$ cat config.mk
export PLATFORM = sky130hd
export DESIGN_NAME = keypad_scan
export DESIGN_NICKNAME = d
export VERILOG_FILES = /design/src/rtl/keypad_scan_pkg.sv /design/src/rtl/keypad_debounce.sv /design/src/rtl/keypad_scan.sv
export SDC_FILE = /design/constraint.sdc
export NUM_CORES = 1
export LEC_CHECK = 0
export ABC_CLOCK_PERIOD_IN_PS = 3000
export CORE_UTILIZATION = 29
export CTS_BUF_LIST = sky130_fd_sc_hd__clkbuf_8
export DETAILED_ROUTE_END_ITERATION = 10
export SLEW_MARGIN = 20
export SYNTH_ARGS = -nofsm -noshare
export SYNTH_HDL_FRONTEND = slang
export SYNTH_SLANG_ARGS = --single-unit
$ cat constraint.sdc
create_clock -name clk -period 3 [get_ports clk]
set_input_delay 0.45 -clock clk [delete_from_list [all_inputs] [get_ports clk]]
set_output_delay 0.45 -clock clk [all_outputs]
set_load 0.05 [all_outputs]
$ cat src/rtl/keypad_scan_pkg.sv
// keypad_scan_pkg: shared constants, FSM encodings and key-map helpers for the keypad scanner
package keypad_scan_pkg;
  localparam logic [3:0] COL_IDLE = 4'b1110;
  localparam int KEY_W = 4;
  localparam logic [1:0] S_IDLE = 2'd0;
  localparam logic [1:0] S_PRESSED = 2'd1;
  localparam logic [1:0] S_WAIT_REL = 2'd2;
  function automatic logic single_key(input logic [15:0] m);
    return (m != '0) && ((m & (m - 16'd1)) == '0);
  endfunction
  function automatic logic [KEY_W-1:0] key_index(input logic [15:0] m);
    logic [KEY_W-1:0] idx;
    idx = '0;
    for (int i = 0; i < 16; i++) if (m[i]) idx = KEY_W'(i);
    return idx;
  endfunction
endpackage

$ cat src/rtl/keypad_debounce.sv
// keypad_debounce: accepts a 16-key map once it has been identical for DEBOUNCE_SCANS full scans
module keypad_debounce #(
  parameter int DEBOUNCE_SCANS = 5
) (
  input  logic        clk,
  input  logic        rst_n,
  input  logic [15:0] key_map,
  input  logic        scan_done,
  output logic [15:0] debounced,
  output logic        accept
);
  localparam int CW = $clog2(DEBOUNCE_SCANS + 1);
  logic [15:0]   prev;
  logic [CW-1:0] stable_cnt;
  logic [CW-1:0] cnt_nxt;
  logic          reach;
  always_comb begin
    cnt_nxt = key_map != prev ? CW'(1)
            : stable_cnt == CW'(DEBOUNCE_SCANS) ? stable_cnt : stable_cnt + 1'b1;
    reach   = cnt_nxt == CW'(DEBOUNCE_SCANS) && (stable_cnt != CW'(DEBOUNCE_SCANS) || key_map != prev);
  end
  always_ff @(posedge clk or negedge rst_n) begin
    if (!rst_n) begin
      prev       <= '0;
      stable_cnt <= '0;
      debounced  <= '0;
      accept     <= 1'b0;
    end else begin
      accept <= 1'b0;
      if (scan_done) begin
        prev       <= key_map;
        stable_cnt <= cnt_nxt;
        if (reach && key_map != debounced) begin
          debounced <= key_map;
          accept    <= 1'b1;
        end
      end
    end
  end
endmodule

$ cat src/rtl/keypad_scan.sv
// keypad_scan: 4x4 matrix keypad scanner with row sync, column ring, debounce and single-key FSM
module keypad_scan
  import keypad_scan_pkg::*;
#(
  parameter int SCAN_DIV       = 50_000,
  parameter int DEBOUNCE_SCANS = 5
) (
  input  logic             clk,
  input  logic             rst_n,
  input  logic [3:0]       key_row,
  output logic [3:0]       key_col,
  output logic             key_valid,
  output logic [KEY_W-1:0] key_code,
  output logic             key_pressed
);
  localparam int TW = $clog2(SCAN_DIV);
  logic [3:0]    row_s1;
  logic [3:0]    row_s2;
  logic [TW-1:0] col_timer;
  logic [1:0]    col_idx;
  logic [15:0]   snapshot;
  logic [15:0]   debounced;
  logic          scan_done;
  logic          accept;
  logic          tick;
  logic [1:0]    state;
  assign tick = col_timer == TW'(SCAN_DIV - 1);
  always_ff @(posedge clk or negedge rst_n) begin
    if (!rst_n) begin
      row_s1    <= '1;
      row_s2    <= '1;
      col_timer <= '0;
      col_idx   <= '0;
      key_col   <= COL_IDLE;
      snapshot  <= '0;
      scan_done <= 1'b0;
    end else begin
      row_s1    <= key_row;
      row_s2    <= row_s1;
      col_timer <= tick ? '0 : col_timer + 1'b1;
      scan_done <= tick && col_idx == 2'd3;
      if (tick) begin
        for (int r = 0; r < 4; r++) snapshot[r*4+col_idx] <= ~row_s2[r];
        col_idx <= col_idx + 2'd1;
        key_col <= ~(4'b0001 << (col_idx + 2'd1));
      end
    end
  end
  keypad_debounce #(.DEBOUNCE_SCANS(DEBOUNCE_SCANS)) u_debounce (
    .clk       (clk),
    .rst_n     (rst_n),
    .key_map   (snapshot),
    .scan_done (scan_done),
    .debounced (debounced),
    .accept    (accept)
  );
  always_ff @(posedge clk or negedge rst_n) begin
    if (!rst_n) begin
      state       <= S_IDLE;
      key_valid   <= 1'b0;
      key_code    <= '0;
      key_pressed <= 1'b0;
    end else begin
      key_valid <= 1'b0;
      if (accept && state == S_IDLE && single_key(debounced)) begin
        key_code    <= key_index(debounced);
        key_valid   <= 1'b1;
        key_pressed <= 1'b1;
        state       <= S_PRESSED;
      end else if (accept) begin
        key_pressed <= 1'b0;
        state       <= debounced == '0 ? S_IDLE : S_WAIT_REL;
      end
    end
  end
endmodule

======== Word level (Yosys, flattened, before mapping) ========
Cells that the tools add are included.
Widths: inputs -> output; s select.
storage, ports and cells
  bits in registers ....................... 91
  input bits .............................. 6
  output and inout bits ................... 10
  word-level logic and storage cells ...... 99
operators by class
  add/subtract/negate cells ............... 7
  magnitude comparators ................... 8
  equal/unequal tests ..................... 7
  shift-type cells ........................ 1
  multiplexer cells ....................... 38
  bitwise gates (word level) .............. 6
  reduce and logical (&&, ||, !) cells .... 17
operators with widths
  kind                   count
  $bwmux 16              4
  $mux 4                 14
  $logic_not 16->1       2
  $ne 16x16->1           2
  $add 16x1->16 const B  1
  $and 16x16->16         1
  $eq 16x16->1 const B   1
  $mux 16                1
  $reduce_bool 16->1     1
  $sub 16x1->16 const B  1
  $demux 1 s4            3
  $add 4x2->5 const A    2
  $ge 5x1->1 const B     2
  $logic_and 1x1->1      10
  $lt 5x5->1 const B     2
  $mux 1                 10
  $eq 3x3->1 const B     2
  $mux 2                 3
  $mux 3                 2
  $lt 2x5->1 const B     1
  $lt 4x5->1 const B     1
  $add 3x2->4 const A    1
  $ge 4x1->1 const B     1
  $not 1->1              4
  12 further kinds       12

======== Depth between registers and ports, before layout ========
  word-level depth ........................ 15
  depth in mapped cells ................... 8
  mapped depth without buffers ............ 7

======== Cells and area by module ========
A second synthesis with hierarchy kept.
unflattened totals
  cell total of the unflattened synthesis .. 354
  area, all modules ....................... 4199.0 µm²
by module, submodules not included
  module           instances  cells an instance  area each (µm²)
  keypad_scan      1          221                2386.0
  keypad_debounce  1          133                1813.0

======== Least setup slack after synthesis ========
OpenSTA, ideal clock, no wires.
  path kind ............................... register to register
  from .................................... register u_debounce.debounced[2]
  to ...................................... register key_code[2]
  library setup time ...................... 0.125 ns
  arrival ................................. 2.356 ns
  data required time ...................... 2.875 ns
  path slack .............................. 0.519 ns
  stages on the path, launching flop included .. 8
  path buffers ............................ 1
  period minus slack after synthesis ...... 2.481 ns
  path through ............................ dfrtp_1 > buf_6 > or4_4 > or4_4 > a221oi_2 > nand4_2 > clkinv_2 > mux2_4
between the ends
  longest elaborated chain between the ends .. 5
  elaborated cells on any way between the ends .. 6
RTL lines
  what                    line                   source
  start, declared         keypad_debounce.sv:9   output logic [15:0] debounced,
  start signal, assigned  keypad_debounce.sv:34  debounced <= key_map;
  $sub 16x1->16           keypad_scan_pkg.sv:9   return (m != '0) && ((m & (m - 16'd1)) == '0);
  $and 16x16->16          keypad_scan_pkg.sv:9
  $logic_not 16->1        keypad_scan_pkg.sv:9
  $logic_and 1x1->1 *     keypad_scan_pkg.sv:9
  $logic_and 1x1->1 *     keypad_scan.sv:65      if (accept && state == S_IDLE && single_key(debounced)) begin
  end signal, assigned    keypad_scan.sv:66      key_code <= key_index(debounced);
  end, declared           keypad_scan.sv:13      output logic [KEY_W-1:0] key_code,
Mark *: on every way between the ends. The rest lies on a longest branch, timed or not.
A chain may end at the register's enable or synchronous reset.

======== Worst setup path after layout ========
  from .................................... register u_debounce.debounced[2]
  to ...................................... register key_code[3]
Same word-level chain as after synthesis.

==> qor.yml <==
yosys:
  synth_edf_count: 0
  synthArstFlopShare: 1.00
  ys_seq_elements: 90
  synth-seq-area-share: 0.533
  synth_most_common_cell: "dfrtp_1"
  synth_top_flop_cell: "dfrtp_1"
  yosys_warnings: 0
  synth_area_per_cell_sq_um: 11.2
  yosys.area.top_type: "dfrtp_1"
  synth_top_cells_by_count: "79 x dfrtp_1, 38 x nor2_1, 33 x mux2_2, 23 x xnor2_1, 23 x xor2_1"
  synth_cell_types: 50
  yosys-top-cells-area: "dfrtp_1 46%, mux2_2 8.7%, dfstp_2 6.8%"
  synth_area_sq_um: 4250
  syn_inst: 379
  yosysTopAreaCellShare: 0.465
  syn_nets: 392
clock_tree:
  postCtsResizedCells: 0
  cts_tree: "built"
  post_cts.repair.setup_buffers: 0
  insertion_delay_ns: 0.37
  ctsHoldBuffers: 1
  clock-sinks: 90
  numCtsBuffers: 9
  h-tree-depth: 3
  cts.path.max_buffers: 2
  clk_pin_slew_ns: 0.09
  root_buffer: "clkbuf_8"
hold_path:
  min_from: "row_s1[2]$_DFF_PN1_"
  hp-class: "flip-flop to flip-flop"
  worstHoldPathCells: 0
floorplanning:
  start_util: 0.302
  die_height_microns: 123
  io-pin-count: 16
  die_x_microns: 123
  die_area_sq_um: 15200
  core-area_sq_um: 14100
  fp-row-count: 43
routing:
  via_count: 2740
  drtIter0Drc: 91
  detail-route-antenna-nets: 0
  vias_per_cell: 4.76
  finalWirelength_mm: 7.82
  drt-wirelength-per-cell_microns: 13.6
  first_pass_iters: 4
  drcViolationCount: 0
sta:
  relSlewSlack: 0.437
  rsz0062_at_grt: "no"
  min_period_ns: 2.61
  finalSetupViolations: 0
  timing.fmax_mhz: 383
  skew_ns: 0.00657
  setup_tns_ns: 0
  tightestPinTransition_ns: 0.838
  drv_slew: 0
  fin_crit_sh: 0.871
  fin_ws_ns: 0.387
  hold_viol_final: 0
run_status:
  status: "finished, final reports clean"
cells_and_area:
  drive_gt1_frac: 0.199
  area_growth_pct: 13.3
  antenna_cells: 0
  final_area_sq_um: 4820
  fin_cells: 576
  layout.nets: 404
  nFillCells: 1415
grt:
  grt_usage: 0.116
  grt_pass1_vias: 2748
  grt_pass1_wl_mm: 13.5
  gr-total-overflow: 0
  antenna_found_initial: 0
  grt_max_degree: 88
power_and_ir_drop:
  ir_drop_uv: 305
  leakage_nw: 2.29
  power_density_nw_per_um2: 442
setup_path:
  crit_fanout: 8
  r2r_start: "u_debounce.debounced[2]$_DFFE_PN0P_"
  cp.required_ns: 3.26
  path_class: "flip-flop to flip-flop"
  cp_common_cell: "or4_4"
  critPathArrivalTime_ns: 2.87
  max_stage_delay_ns: 0.58
  path_buf_inv: 1
  cp_top_family: "simple AND/OR/NAND/NOR gates"
  worstSetupEndpointType: "flip-flop"
  cp.depth: 6
  rr_worst_depth: 6
  crit_path_start: "u_debounce.debounced[2]$_DFFE_PN0P_"
  cp_slowest_cell: "or4_4"
  crit_chain: "or4_4 > or4_4 > a221oi_2 > nand4_2 > clkinv_2 > mux2_4"
  cp-start-kind: "flip-flop"
place:
  pre_cts_slack_ns: 0.399
  dpl.cell_count: 559
  dp_hpwl_mm: 5.45
  gp_congestion: 0.817
  numPortBuffers: 15
  dpl-instance-area_sq_um: 4600
run:
  max_cap_viol_count: 0
-- placed cells by master, fill, tap and decap left out, types with 7 or more instances in the layout --
| cell | n |
|---|---|
| dfrtp_1 | 79 |
| a21oi_1 | 19 |
| xnor2_1 | 23 |
| nor2_1 | 38 |
| ha_1 | 7 |
| nand3_1 | 10 |
| clkdlybuf4s50_1 | 14 |
| inv_1 | 16 |
| nor4_1 | 8 |
| clkbuf_8 | 9 |
| nand4_1 | 12 |
| nand2_1 | 13 |
| xor2_1 | 23 |
| mux2_2 | 33 |
| dfstp_2 | 11 |
-- power by group --
| part | total (mW) | internal (mW) | switching [mW] |
|---|---|---|---|
| logic | 0.0329 | 0.00919 | 0.0238 |
| registers | 1.23 | 1.22 | 0.00408 |
| clock network | 0.869 | 0.403 | 0.467 |
-- worst reg2reg max path: cells and delay by family, from the launching register on --
family / cells / cell delay (ns)
mux: 1 / 0.30
flops: 1 / 0.49
simple gates: 3 / 1.25
buf+inv: 1 / 0.13
compound gates: 1 / 0.34
-- kinds of logic after synthesis --
family / Yosys count / share of synthesized area
multiplexers: 40 / 0.106
AO/OA/AOI/OAI: 44 / 0.0674
XOR/XNOR: 46 / 0.0947
flip-flops: 90 / 0.533
adder cells (fa/ha/maj): 7 / 0.0206
buffers and inverters: 38 / 0.0362
AND/OR/NAND/NOR: 114 / 0.142
-- flip-flops by register name (all words and copies together) (netlist names) --
register,cells
state,2
u_debounce.stable_cnt,3
col_idx,2
row_s2,4
u_debounce.accept,1
snapshot,16
key_valid,1
row_s1,4
u_debounce.prev,16
key_col,4
col_timer,16
key_code,4
scan_done,1
u_debounce.debounced,16
-- final cells by class --
cell class	count	area [sq um]	area share
clock buffer	9	124	0.0257
clock inverter	7	83.8	0.0174
inverter	17	65.1	0.0135
multi-input combinational	251	1840	0.382
sequential	90	2270	0.470
tap	180	225	0.0467
timing repair buffer	22	215	0.0447
-- final timing paths --
| kind | endpoint | slack, ns |
|---|---|---|
| max | key_code[3]$_DFFE_PN0P_ | 0.39 |
| min | row_s2[2]$_DFF_PN1_ | 0.36 |
| max reg2reg | key_code[3]$_DFFE_PN0P_ | 0.39 |
| min reg2reg | row_s2[2]$_DFF_PN1_ | 0.36 |
| max in group asynchronous | row_s2[2]$_DFF_PN1_ | 1.92 |
| min in group asynchronous | key_valid$_DFF_PN0_ | 0.42 |
-- per-stage QoR --
stage / hold slack (ns) / power, mW / utilization
finish: 0.361 / 2.13 / 0.342
global route: 0.368 / 2.21 / 0.342
CTS: 0.364 / 2.17 / 0.342
detailed placement: 0.255 / 1.28 / 0.326
global placement: 0.252 / 1.28 / 0.326
floorplan: 0.154 / 1.25 / -
-- per-layer routing --
| metal | vias to the layer above | global-route usage | share of wire |
|---|---|---|---|
| li1 | 1338 | - | - |
| met3 | 8 | 0.0374 | 0.031 |
| met1 | 1364 | 0.148 | 0.47 |
| met4 | 0 | 0.0316 | 0.013 |
| met2 | 30 | 0.188 | 0.48 |
| met5 | - | 0 | 0 |
(Power assumes the default switching activity.)
